$ cat src/rtl/reversi_board_fsm.sv
// Reversi/Othello board engine: validates a move, flips bracketed stones in all eight
// directions and commits the board atomically. Define REVERSI_SCORE_EN to add stone counters.
module reversi_board_fsm #(
    parameter int N  = 8,
    parameter int CW = $clog2(N)
) (
    input  logic             clk,
    input  logic             resetn,
    input  logic [CW-1:0]    x,
    input  logic [CW-1:0]    y,
    input  logic             go,
    input  logic             new_game,
    output logic [2*N*N-1:0] board_result,
    output logic             player_black,
    output logic             busy,
    output logic             done,
    output logic             legal,
    output logic [CW+2:0]    flips
`ifdef REVERSI_SCORE_EN
    ,
    output logic [2*CW:0]    black_count,
    output logic [2*CW:0]    white_count
`endif
);

    localparam int BW = 2 * N * N;
    localparam int FW = CW + 3;
    localparam int SW = 2 * CW + 1;

    localparam logic [1:0] WHITE = 2'b10;
    localparam logic [1:0] BLACK = 2'b11;

    localparam logic [CW-1:0] ONE_C = 1;
    localparam logic [CW:0]   ONE_W = 1;
    localparam logic [CW:0]   N_W   = (CW + 1)'(N);

    typedef enum logic [2:0] {
        S_IDLE,
        S_CHECK,
        S_WALK,
        S_FLIP,
        S_NEXTDIR,
        S_COMMIT,
        S_DONE
    } state_t;

    function automatic logic [BW-1:0] init_board();
        logic [BW-1:0] b;
        b = '0;
        b[2*((N/2-1)*N + (N/2-1)) +: 2] = WHITE;
        b[2*((N/2)*N + (N/2)) +: 2]     = WHITE;
        b[2*((N/2-1)*N + (N/2)) +: 2]   = BLACK;
        b[2*((N/2)*N + (N/2-1)) +: 2]   = BLACK;
        return b;
    endfunction

    localparam logic [BW-1:0] INIT_BOARD = init_board();

    function automatic int cell_idx(logic [CW-1:0] cx, logic [CW-1:0] cy);
        return 2 * (int'(cy) * N + int'(cx));
    endfunction

    state_t        state_q, state_d;
    logic [BW-1:0] board_q, board_d;
    logic [BW-1:0] work_q, work_d;
    logic          player_q, player_d;
    logic          mover_q, mover_d;
    logic [CW-1:0] tx_q, tx_d, ty_q, ty_d;
    logic [CW-1:0] cx_q, cx_d, cy_q, cy_d;
    logic [2:0]    d_q, d_d;
    logic [CW-1:0] k_q, k_d;
    logic [FW-1:0] flipcnt_q, flipcnt_d;
    logic          legal_pend_q, legal_pend_d;
    logic          busy_q, busy_d;
    logic          done_q, done_d;
    logic          legal_q, legal_d;
    logic [FW-1:0] flips_q, flips_d;
`ifdef REVERSI_SCORE_EN
    logic [SW-1:0] black_cnt_q, black_cnt_d;
    logic [SW-1:0] white_cnt_q, white_cnt_d;
`endif

    logic          dx_inc, dx_dec, dy_inc, dy_dec;
    logic [CW:0]   fwd_x, fwd_y;
    logic [CW-1:0] bck_x, bck_y;
    logic          off_board;
    logic [1:0]    cell_fwd;
    logic [1:0]    mover_col, opp_col;
    logic [BW-1:0] placed;

    // Direction order N, NE, E, SE, S, SW, W, NW; y grows downward.
    always_comb begin
        {dx_inc, dx_dec, dy_inc, dy_dec} = 4'b0000;
        case (d_q)
            3'd0:    {dx_inc, dx_dec, dy_inc, dy_dec} = 4'b0001;
            3'd1:    {dx_inc, dx_dec, dy_inc, dy_dec} = 4'b1001;
            3'd2:    {dx_inc, dx_dec, dy_inc, dy_dec} = 4'b1000;
            3'd3:    {dx_inc, dx_dec, dy_inc, dy_dec} = 4'b1010;
            3'd4:    {dx_inc, dx_dec, dy_inc, dy_dec} = 4'b0010;
            3'd5:    {dx_inc, dx_dec, dy_inc, dy_dec} = 4'b0110;
            3'd6:    {dx_inc, dx_dec, dy_inc, dy_dec} = 4'b0100;
            default: {dx_inc, dx_dec, dy_inc, dy_dec} = 4'b0101;
        endcase
    end

    // One extra bit makes a step past either edge land at >= N, caught before any access.
    always_comb begin
        fwd_x = {1'b0, cx_q} + (dx_inc ? ONE_W : '0) - (dx_dec ? ONE_W : '0);
        fwd_y = {1'b0, cy_q} + (dy_inc ? ONE_W : '0) - (dy_dec ? ONE_W : '0);
        bck_x = cx_q - (dx_inc ? ONE_C : '0) + (dx_dec ? ONE_C : '0);
        bck_y = cy_q - (dy_inc ? ONE_C : '0) + (dy_dec ? ONE_C : '0);
        off_board = (fwd_x >= N_W) || (fwd_y >= N_W);
        cell_fwd  = work_q[cell_idx(fwd_x[CW-1:0], fwd_y[CW-1:0]) +: 2];
        mover_col = mover_q ? BLACK : WHITE;
        opp_col   = mover_q ? WHITE : BLACK;
    end

    always_comb begin
        // NOTE: every _d takes its _q value first, so no branch can leave a latch behind.
        state_d      = state_q;
        board_d      = board_q;
        work_d       = work_q;
        player_d     = player_q;
        mover_d      = mover_q;
        tx_d         = tx_q;
        ty_d         = ty_q;
        cx_d         = cx_q;
        cy_d         = cy_q;
        d_d          = d_q;
        k_d          = k_q;
        flipcnt_d    = flipcnt_q;
        legal_pend_d = legal_pend_q;
        legal_d      = legal_q;
        flips_d      = flips_q;
        done_d       = 1'b0;
        placed       = work_q;
`ifdef REVERSI_SCORE_EN
        black_cnt_d  = black_cnt_q;
        white_cnt_d  = white_cnt_q;
`endif
        case (state_q)
            S_IDLE: begin
                if (new_game) begin
                    board_d      = INIT_BOARD;
                    work_d       = INIT_BOARD;
                    player_d     = 1'b1;
                    legal_d      = 1'b0;
                    flips_d      = '0;
                    legal_pend_d = 1'b0;
`ifdef REVERSI_SCORE_EN
                    black_cnt_d  = SW'(2);
                    white_cnt_d  = SW'(2);
`endif
                end else if (go) begin
                    tx_d      = x;
                    ty_d      = y;
                    mover_d   = player_q;
                    flipcnt_d = '0;
                    state_d   = S_CHECK;
                end
            end
            S_CHECK: begin
                // Bit 1 set means white or black; the reserved code 01 counts as empty.
                if (work_q[cell_idx(tx_q, ty_q) + 1]) begin
                    legal_pend_d = 1'b0;
                    state_d      = S_DONE;
                end else begin
                    d_d     = '0;
                    k_d     = '0;
                    cx_d    = tx_q;
                    cy_d    = ty_q;
                    state_d = S_WALK;
                end
            end
            S_WALK: begin
                if (off_board) begin
                    state_d = S_NEXTDIR;
                end else if (cell_fwd == opp_col) begin
                    k_d  = k_q + ONE_C;
                    cx_d = fwd_x[CW-1:0];
                    cy_d = fwd_y[CW-1:0];
                end else if (cell_fwd == mover_col && k_q != '0) begin
                    state_d = S_FLIP;
                end else begin
                    state_d = S_NEXTDIR;
                end
            end
            S_FLIP: begin
                work_d[cell_idx(cx_q, cy_q) +: 2] = mover_col;
                if (bck_x == tx_q && bck_y == ty_q) begin
                    flipcnt_d = flipcnt_q + FW'(k_q);
                    state_d   = S_NEXTDIR;
                end else begin
                    cx_d = bck_x;
                    cy_d = bck_y;
                end
            end
            S_NEXTDIR: begin
                d_d     = d_q + 3'd1;
                k_d     = '0;
                cx_d    = tx_q;
                cy_d    = ty_q;
                state_d = (d_q == 3'd7) ? S_COMMIT : S_WALK;
            end
            S_COMMIT: begin
                if (flipcnt_q == '0) begin
                    work_d       = board_q;
                    legal_pend_d = 1'b0;
                end else begin
                    placed[cell_idx(tx_q, ty_q) +: 2] = mover_col;
                    work_d       = placed;
                    board_d      = placed;
                    player_d     = ~player_q;
                    legal_pend_d = 1'b1;
`ifdef REVERSI_SCORE_EN
                    if (mover_q) begin
                        black_cnt_d = black_cnt_q + SW'(flipcnt_q) + SW'(1);
                        white_cnt_d = white_cnt_q - SW'(flipcnt_q);
                    end else begin
                        white_cnt_d = white_cnt_q + SW'(flipcnt_q) + SW'(1);
                        black_cnt_d = black_cnt_q - SW'(flipcnt_q);
                    end
`endif
                end
                state_d = S_DONE;
            end
            S_DONE: begin
                done_d  = 1'b1;
                legal_d = legal_pend_q;
                flips_d = flipcnt_q;
                state_d = S_IDLE;
            end
            default: state_d = S_IDLE;
        endcase
        busy_d = (state_d != S_IDLE);
    end

    always_ff @(posedge clk or negedge resetn) begin
        if (!resetn) begin
            // NOTE: the board is a flop vector rather than a RAM, so it can and must take its reset value.
            state_q      <= S_IDLE;
            board_q      <= INIT_BOARD;
            work_q       <= INIT_BOARD;
            player_q     <= 1'b1;
            mover_q      <= 1'b1;
            tx_q         <= '0;
            ty_q         <= '0;
            cx_q         <= '0;
            cy_q         <= '0;
            d_q          <= '0;
            k_q          <= '0;
            flipcnt_q    <= '0;
            legal_pend_q <= 1'b0;
            busy_q       <= 1'b0;
            done_q       <= 1'b0;
            legal_q      <= 1'b0;
            flips_q      <= '0;
`ifdef REVERSI_SCORE_EN
            black_cnt_q  <= SW'(2);
            white_cnt_q  <= SW'(2);
`endif
        end else begin
            // NOTE: non-blocking updates so every flop sees the pre-edge values of the others.
            state_q      <= state_d;
            board_q      <= board_d;
            work_q       <= work_d;
            player_q     <= player_d;
            mover_q      <= mover_d;
            tx_q         <= tx_d;
            ty_q         <= ty_d;
            cx_q         <= cx_d;
            cy_q         <= cy_d;
            d_q          <= d_d;
            k_q          <= k_d;
            flipcnt_q    <= flipcnt_d;
            legal_pend_q <= legal_pend_d;
            busy_q       <= busy_d;
            done_q       <= done_d;
            legal_q      <= legal_d;
            flips_q      <= flips_d;
`ifdef REVERSI_SCORE_EN
            black_cnt_q  <= black_cnt_d;
            white_cnt_q  <= white_cnt_d;
`endif
        end
    end

    assign board_result = board_q;
    assign player_black = player_q;
    assign busy         = busy_q;
    assign done         = done_q;
    assign legal        = legal_q;
    assign flips        = flips_q;
`ifdef REVERSI_SCORE_EN
    assign black_count  = black_cnt_q;
    assign white_count  = white_cnt_q;
`endif

endmodule
$ cat config.mk
export PLATFORM = sky130hd
export DESIGN_NAME = reversi_board_fsm
export DESIGN_NICKNAME = d
export VERILOG_FILES = /design/src/rtl/reversi_board_fsm.sv
export SDC_FILE = /design/constraint.sdc
export NUM_CORES = 1
export LEC_CHECK = 0
export ABC_AREA = 1
export ABC_CLOCK_PERIOD_IN_PS = 6300
export BUFFER_PORTS_ARGS = -buffer_cell sky130_fd_sc_hd__buf_4
export CORE_UTILIZATION = 40
export DETAILED_ROUTE_END_ITERATION = 12
export GPL_TIMING_DRIVEN = 0
export HOLD_SLACK_MARGIN = 0.15
export PLACE_DENSITY = 0.54
export SETUP_SLACK_MARGIN = 0.4
export SLEW_MARGIN = 20
export SYNTH_ARGS = -nofsm -noshare
export SYNTH_HDL_FRONTEND = slang
export SYNTH_SLANG_ARGS = --single-unit
$ cat constraint.sdc
create_clock -name clk -period 6.3 [get_ports clk]
set_input_delay 1.26 -clock clk [delete_from_list [all_inputs] [get_ports clk]]
set_output_delay 1.26 -clock clk [all_outputs]
set_load 0.05 [all_outputs]
==> key figures <==
GRT
  – Most Crowded Layer GR: met2
  – GRT Overall Usage: between 40 and 50%
  – Met2 Use GR: 61.74%
  – Initial antenna violation count: 2
  – Met1 track utilization from global routing: between 50% and 60%
  – GRT Residual Overflow: 0
  – Via count of the first global-routing pass: 20514
  – Maximum number of pins on one net before global-route repair: 90
  – GR Layer Usage met3: 12.73%
  – First-pass GRT wire length: 150600 um

Clock network
  – Clock-pin transition on the worst setup and hold timing paths: ~0.06 ns
  – Clock tree from TritonCTS: yes
  – # Post-CTS Setup Buffers: 0
  – Clock Latency Late Sink: 0.58 ns
  – Number of sinks handled by clock tree synthesis: between 200 and 300
  – Maximum number of buffers from clock root to sink: 3
  – Deepest level of the CTS H-tree: 2
  – # hold bufs at CTS: 0
  – Number of buffers created by CTS: 38
  – Clock tree root buffer cell: sky130_fd_sc_hd__clkbuf_16
  – Quantity of gates resized following cts: 0

Floorplan
  – Count of standard-cell rows: 80
  – Initial standard-cell utilization of the core: 40.67%
  – Core region area: between 40000 and 50000 um2
  – I/O pins: 148
  – Die outline width: 222.6 um
  – Overall die area: roughly 50000 um2
  – Chip Height: 222.6 um

Timing
  – Number of pins with negative max-slew slack in the final report: 0
  – Shortest period the worst path allows: between 5 and 6 ns
  – Setup TNS Final: 0 ns
  – Final critical-path share of the clock period: 87.09%
  – Setup Viol. Count Final: 0
  – Maximum achievable frequency: about 180 MHz
  – Clock tree skew after final layout: 0.02451 ns
  – Worst slew margin relative to its limit: 8.823%
  – Unrepaired setup endpoints after global routing: false
  – Final hold slack: 0.4836 ns
  – Final count of hold timing violations: 0
  – Pin slew with the least headroom to its limit: ~1.4 ns

Power and ir drop
  – Pleak: 10.66 nW
  – Worst VDD drop: ~0.47 mV
  – Cell area power density: just under 600 nW/um2

Finish
  – Fill cells: approximately 5000
  – Number of nets at the end of the flow: 3010
  – Proportion of layout cells with a drive suffix above 1: 13.33%
  – Fin area: around 23000 um2
  – Layout overhead on the synthesized area: 16.45%

Worst setup path
  – Most common cell type on the critical path: sky130_fd_sc_hd__ha_1
  – Worst Setup Start Kind: flop
  – Crit. End Element: flop
  – Slowest stage delay, CP: 0.91 ns
  – Data required, critical path: 6.79 ns
  – Worst Path Max Fanout: 10
  – Slowest library cell on the worst path: sky130_fd_sc_hd__clkbuf_1
  – Type of the worst setup path: reg2reg
  – Combined buffer and inverter count along the critical path: 3
  – Dominant delay contributor by cell family on the critical path: simple AND/OR/NAND/NOR gates
  – Cell chain of the critical path: inv_1 > ha_1 > nand2_4 > nor3_2 > ha_1 > clkbuf_1 > nand2_1 > nor2_4 > inv_2 > nor4_1 > o21ai_0 > o211ai_1
  – Arrival time worst endpoint: 5.97 ns

Synthesis
  – Synth Register Bits: 295
  – Main flop type after synthesis: sky130_fd_sc_hd__dfrtp_1
  – Seq/Total Area, Yosys: 38.02%
  – Cell type with the highest aggregate area in the netlist: sky130_fd_sc_hd__dfrtp_1
  – Largest cells by area after synthesis: sky130_fd_sc_hd__dfrtp_1 (36%), sky130_fd_sc_hd__nand2_1 (15%), sky130_fd_sc_hd__nand3_1 (6.2%)
  – Post-Syn Nets: 2820
  – Yosys synthesis warning count: 0
  – Number of synthesized flops with an enable pin: 0
  – Number of cells produced by synthesis: 2770
  – Syn Std Cell Area: 19460 um2
  – Avg Inst Size Synth: 7.026 um2
  – Proportion of netlist area held by the largest area contributor: 36.13%
  – Fraction of registers with async set/reset: 100.0%
  – Unique masters post-synth: 48

Place
  – Total of buffers placed on input and output ports: 147
  – Total half-perimeter wirelength after legalization and detailed placement: 82030 um
  – Routability Congestion: 1.077
  – Placed instance area: 21430 um2

Routing
  – Via-per-instance ratio: 6.136
  – Number of nets with antenna violations after detailed routing: 0
  – Routed wire per std cell: 30.06 um
  – Number of DRC markers in iteration 0: 3108
  – Detailed-route DRC error count: 0
  – Via count of the routed design: 22120
  – WL final: 108400 um
  – TritonRoute pass-1 iters: 6

Worst hold path
  – Classification of the worst-slack hold path: reg2reg

Flow run
  – Maximum capacitance violations: 0

Run status
  – Outcome: complete, no violations
-- power by group --
part	total (mW)	internal (mW)	switching, mW
sequential	2.26	2.05	0.202
combinational	8.89	1.87	7.01
clock	2.20	1.28	0.919
total	13.3	5.21	8.13
-- worst paths after layout --
kind / from / end / slack [ns] / cells past startpoint
setup / recovery: cx_q[1] / work_q[47] / 0.81 / 12
hold / removal: cy_q[2] / cy_q[2] / 0.48 / 2
setup reg to reg: cx_q[1] / work_q[47] / 0.81 / 12
hold reg to reg: cy_q[2] / cy_q[2] / 0.48 / 2
max in group asynchronous: resetn / board_result[73] / 4.42 / 3
min in group asynchronous: resetn / board_result[99] / 0.61 / 1
-- cells in the mapped netlist, types with 3 or more instances --
master	n
sky130_fd_sc_hd__ha_1	35
sky130_fd_sc_hd__inv_2	29
sky130_fd_sc_hd__o21ai_0	222
sky130_fd_sc_hd__fa_1	5
sky130_fd_sc_hd__nand2_1	796
sky130_fd_sc_hd__nor2_1	173
sky130_fd_sc_hd__o211ai_1	134
sky130_fd_sc_hd__clkbuf_1	51
sky130_fd_sc_hd__buf_4	10
sky130_fd_sc_hd__a21oi_1	218
sky130_fd_sc_hd__buf_2	43
sky130_fd_sc_hd__nor4_1	6
sky130_fd_sc_hd__o2111ai_1	34
sky130_fd_sc_hd__nor2_4	15
sky130_fd_sc_hd__nor3_2	6
sky130_fd_sc_hd__dfstp_2	14
sky130_fd_sc_hd__nand2_2	15
sky130_fd_sc_hd__nand3_1	242
sky130_fd_sc_hd__inv_1	275
sky130_fd_sc_hd__nand2_4	3
sky130_fd_sc_hd__o221ai_1	4
sky130_fd_sc_hd__nand3_2	4
sky130_fd_sc_hd__dfrtp_1	281
sky130_fd_sc_hd__xor2_4	3
sky130_fd_sc_hd__buf_1	15
sky130_fd_sc_hd__a31oi_1	3
sky130_fd_sc_hd__nor3_1	10
sky130_fd_sc_hd__xor2_1	5
sky130_fd_sc_hd__xnor2_1	3
sky130_fd_sc_hd__nand4_1	32
sky130_fd_sc_hd__o21ai_1	33
sky130_fd_sc_hd__nor2_2	21
sky130_fd_sc_hd__buf_6	11
-- tightest hold or removal path, cell delays in order, from the launching register on --
cell                      delay [ns]
sky130_fd_sc_hd__dfrtp_1        0.35
sky130_fd_sc_hd__nand2_1        0.05
sky130_fd_sc_hd__nand2_1        0.05
-- cell usage in the layout, fill, tap and decap left out, types with 5 or more instances in the layout --
master / n
sky130_fd_sc_hd__a21oi_1: 218
sky130_fd_sc_hd__buf_1: 12
sky130_fd_sc_hd__buf_2: 46
sky130_fd_sc_hd__buf_4: 156
sky130_fd_sc_hd__buf_6: 11
sky130_fd_sc_hd__clkbuf_1: 54
sky130_fd_sc_hd__clkbuf_16: 39
sky130_fd_sc_hd__clkbuf_2: 5
sky130_fd_sc_hd__clkbuf_8: 9
sky130_fd_sc_hd__clkinv_2: 5
sky130_fd_sc_hd__dfrtp_1: 281
sky130_fd_sc_hd__dfstp_2: 14
sky130_fd_sc_hd__fa_1: 5
sky130_fd_sc_hd__ha_1: 35
sky130_fd_sc_hd__inv_1: 275
sky130_fd_sc_hd__inv_2: 29
sky130_fd_sc_hd__nand2_1: 796
sky130_fd_sc_hd__nand2_2: 15
sky130_fd_sc_hd__nand3_1: 242
sky130_fd_sc_hd__nand4_1: 32
sky130_fd_sc_hd__nor2_1: 173
sky130_fd_sc_hd__nor2_2: 21
sky130_fd_sc_hd__nor2_4: 15
sky130_fd_sc_hd__nor3_1: 10
sky130_fd_sc_hd__nor3_2: 6
sky130_fd_sc_hd__nor4_1: 6
sky130_fd_sc_hd__o2111ai_1: 34
sky130_fd_sc_hd__o211ai_1: 134
sky130_fd_sc_hd__o21ai_0: 222
sky130_fd_sc_hd__o21ai_1: 33
sky130_fd_sc_hd__xor2_1: 5
-- cell families (layout without fill, tap and decap cells) --
logic type               count (synthesis)  in the layout  share of synthesized area [%]
AO/OA/AOI/OAI                          657            657                          19.60
AND/OR/NAND/NOR                       1329           1329                          29.41
flip-flops                             295            295                          38.02
XOR/XNOR                                12             12                         0.8680
other                                    0              4                              0
buffers and inverters                  437            653                          9.335
adder cells (fa/ha/maj)                 40             40                          2.765
-- final cells by class --
cell class              count  area, um2  share of cell area [%]
diodes                      4      10.01                 0.04417
plain buffers             130      671.9                   2.965
clock buffers              56       1130                   4.985
clock inverters            10      88.84                  0.3920
inverters                 307       1155                   5.096
multi-input cells        2038      10240                   45.20
flip-flops and latches    295       7400                   32.65
well taps                 615      769.5                   3.395
repair buffers            150       1194                   5.267
-- per-stage QoR --
stage | utilization, % | power [mW] | worst slack (ns) | cells
6_report | 47.37 | 13.34 | 0.8131 | 3605
3_5_place_dp | 44.79 | 10.63 | 1.381 | 3535
3_3_place_gp | 44.59 | 10.63 | 1.081 | 3532
2_1_floorplan | - | 6.919 | 2.745 | 2770
5_1_grt | 47.35 | 13.56 | 0.9435 | 3601
4_1_cts | 47.34 | 12.84 | 1.350 | 3601
-- state kept, by name (all words and copies together), names as in the netlist, 3 cells and up --
signal and flops:
board_result 128, cx_q 3, cy_q 3, d_q 3, flipcnt_q 6, flips 6, k_q 3, state_q 3
tx_q 3, ty_q 3, work_q 128
-- layer usage --
layer | wire (um) | vias to the layer above
li1 | - | 9659
met1 | 42800 | 10555
met2 | 44320 | 1513
met3 | 12990 | 389
met4 | 8230 | 4
met5 | 27 | -
Power figures use the tool's default switching activity.
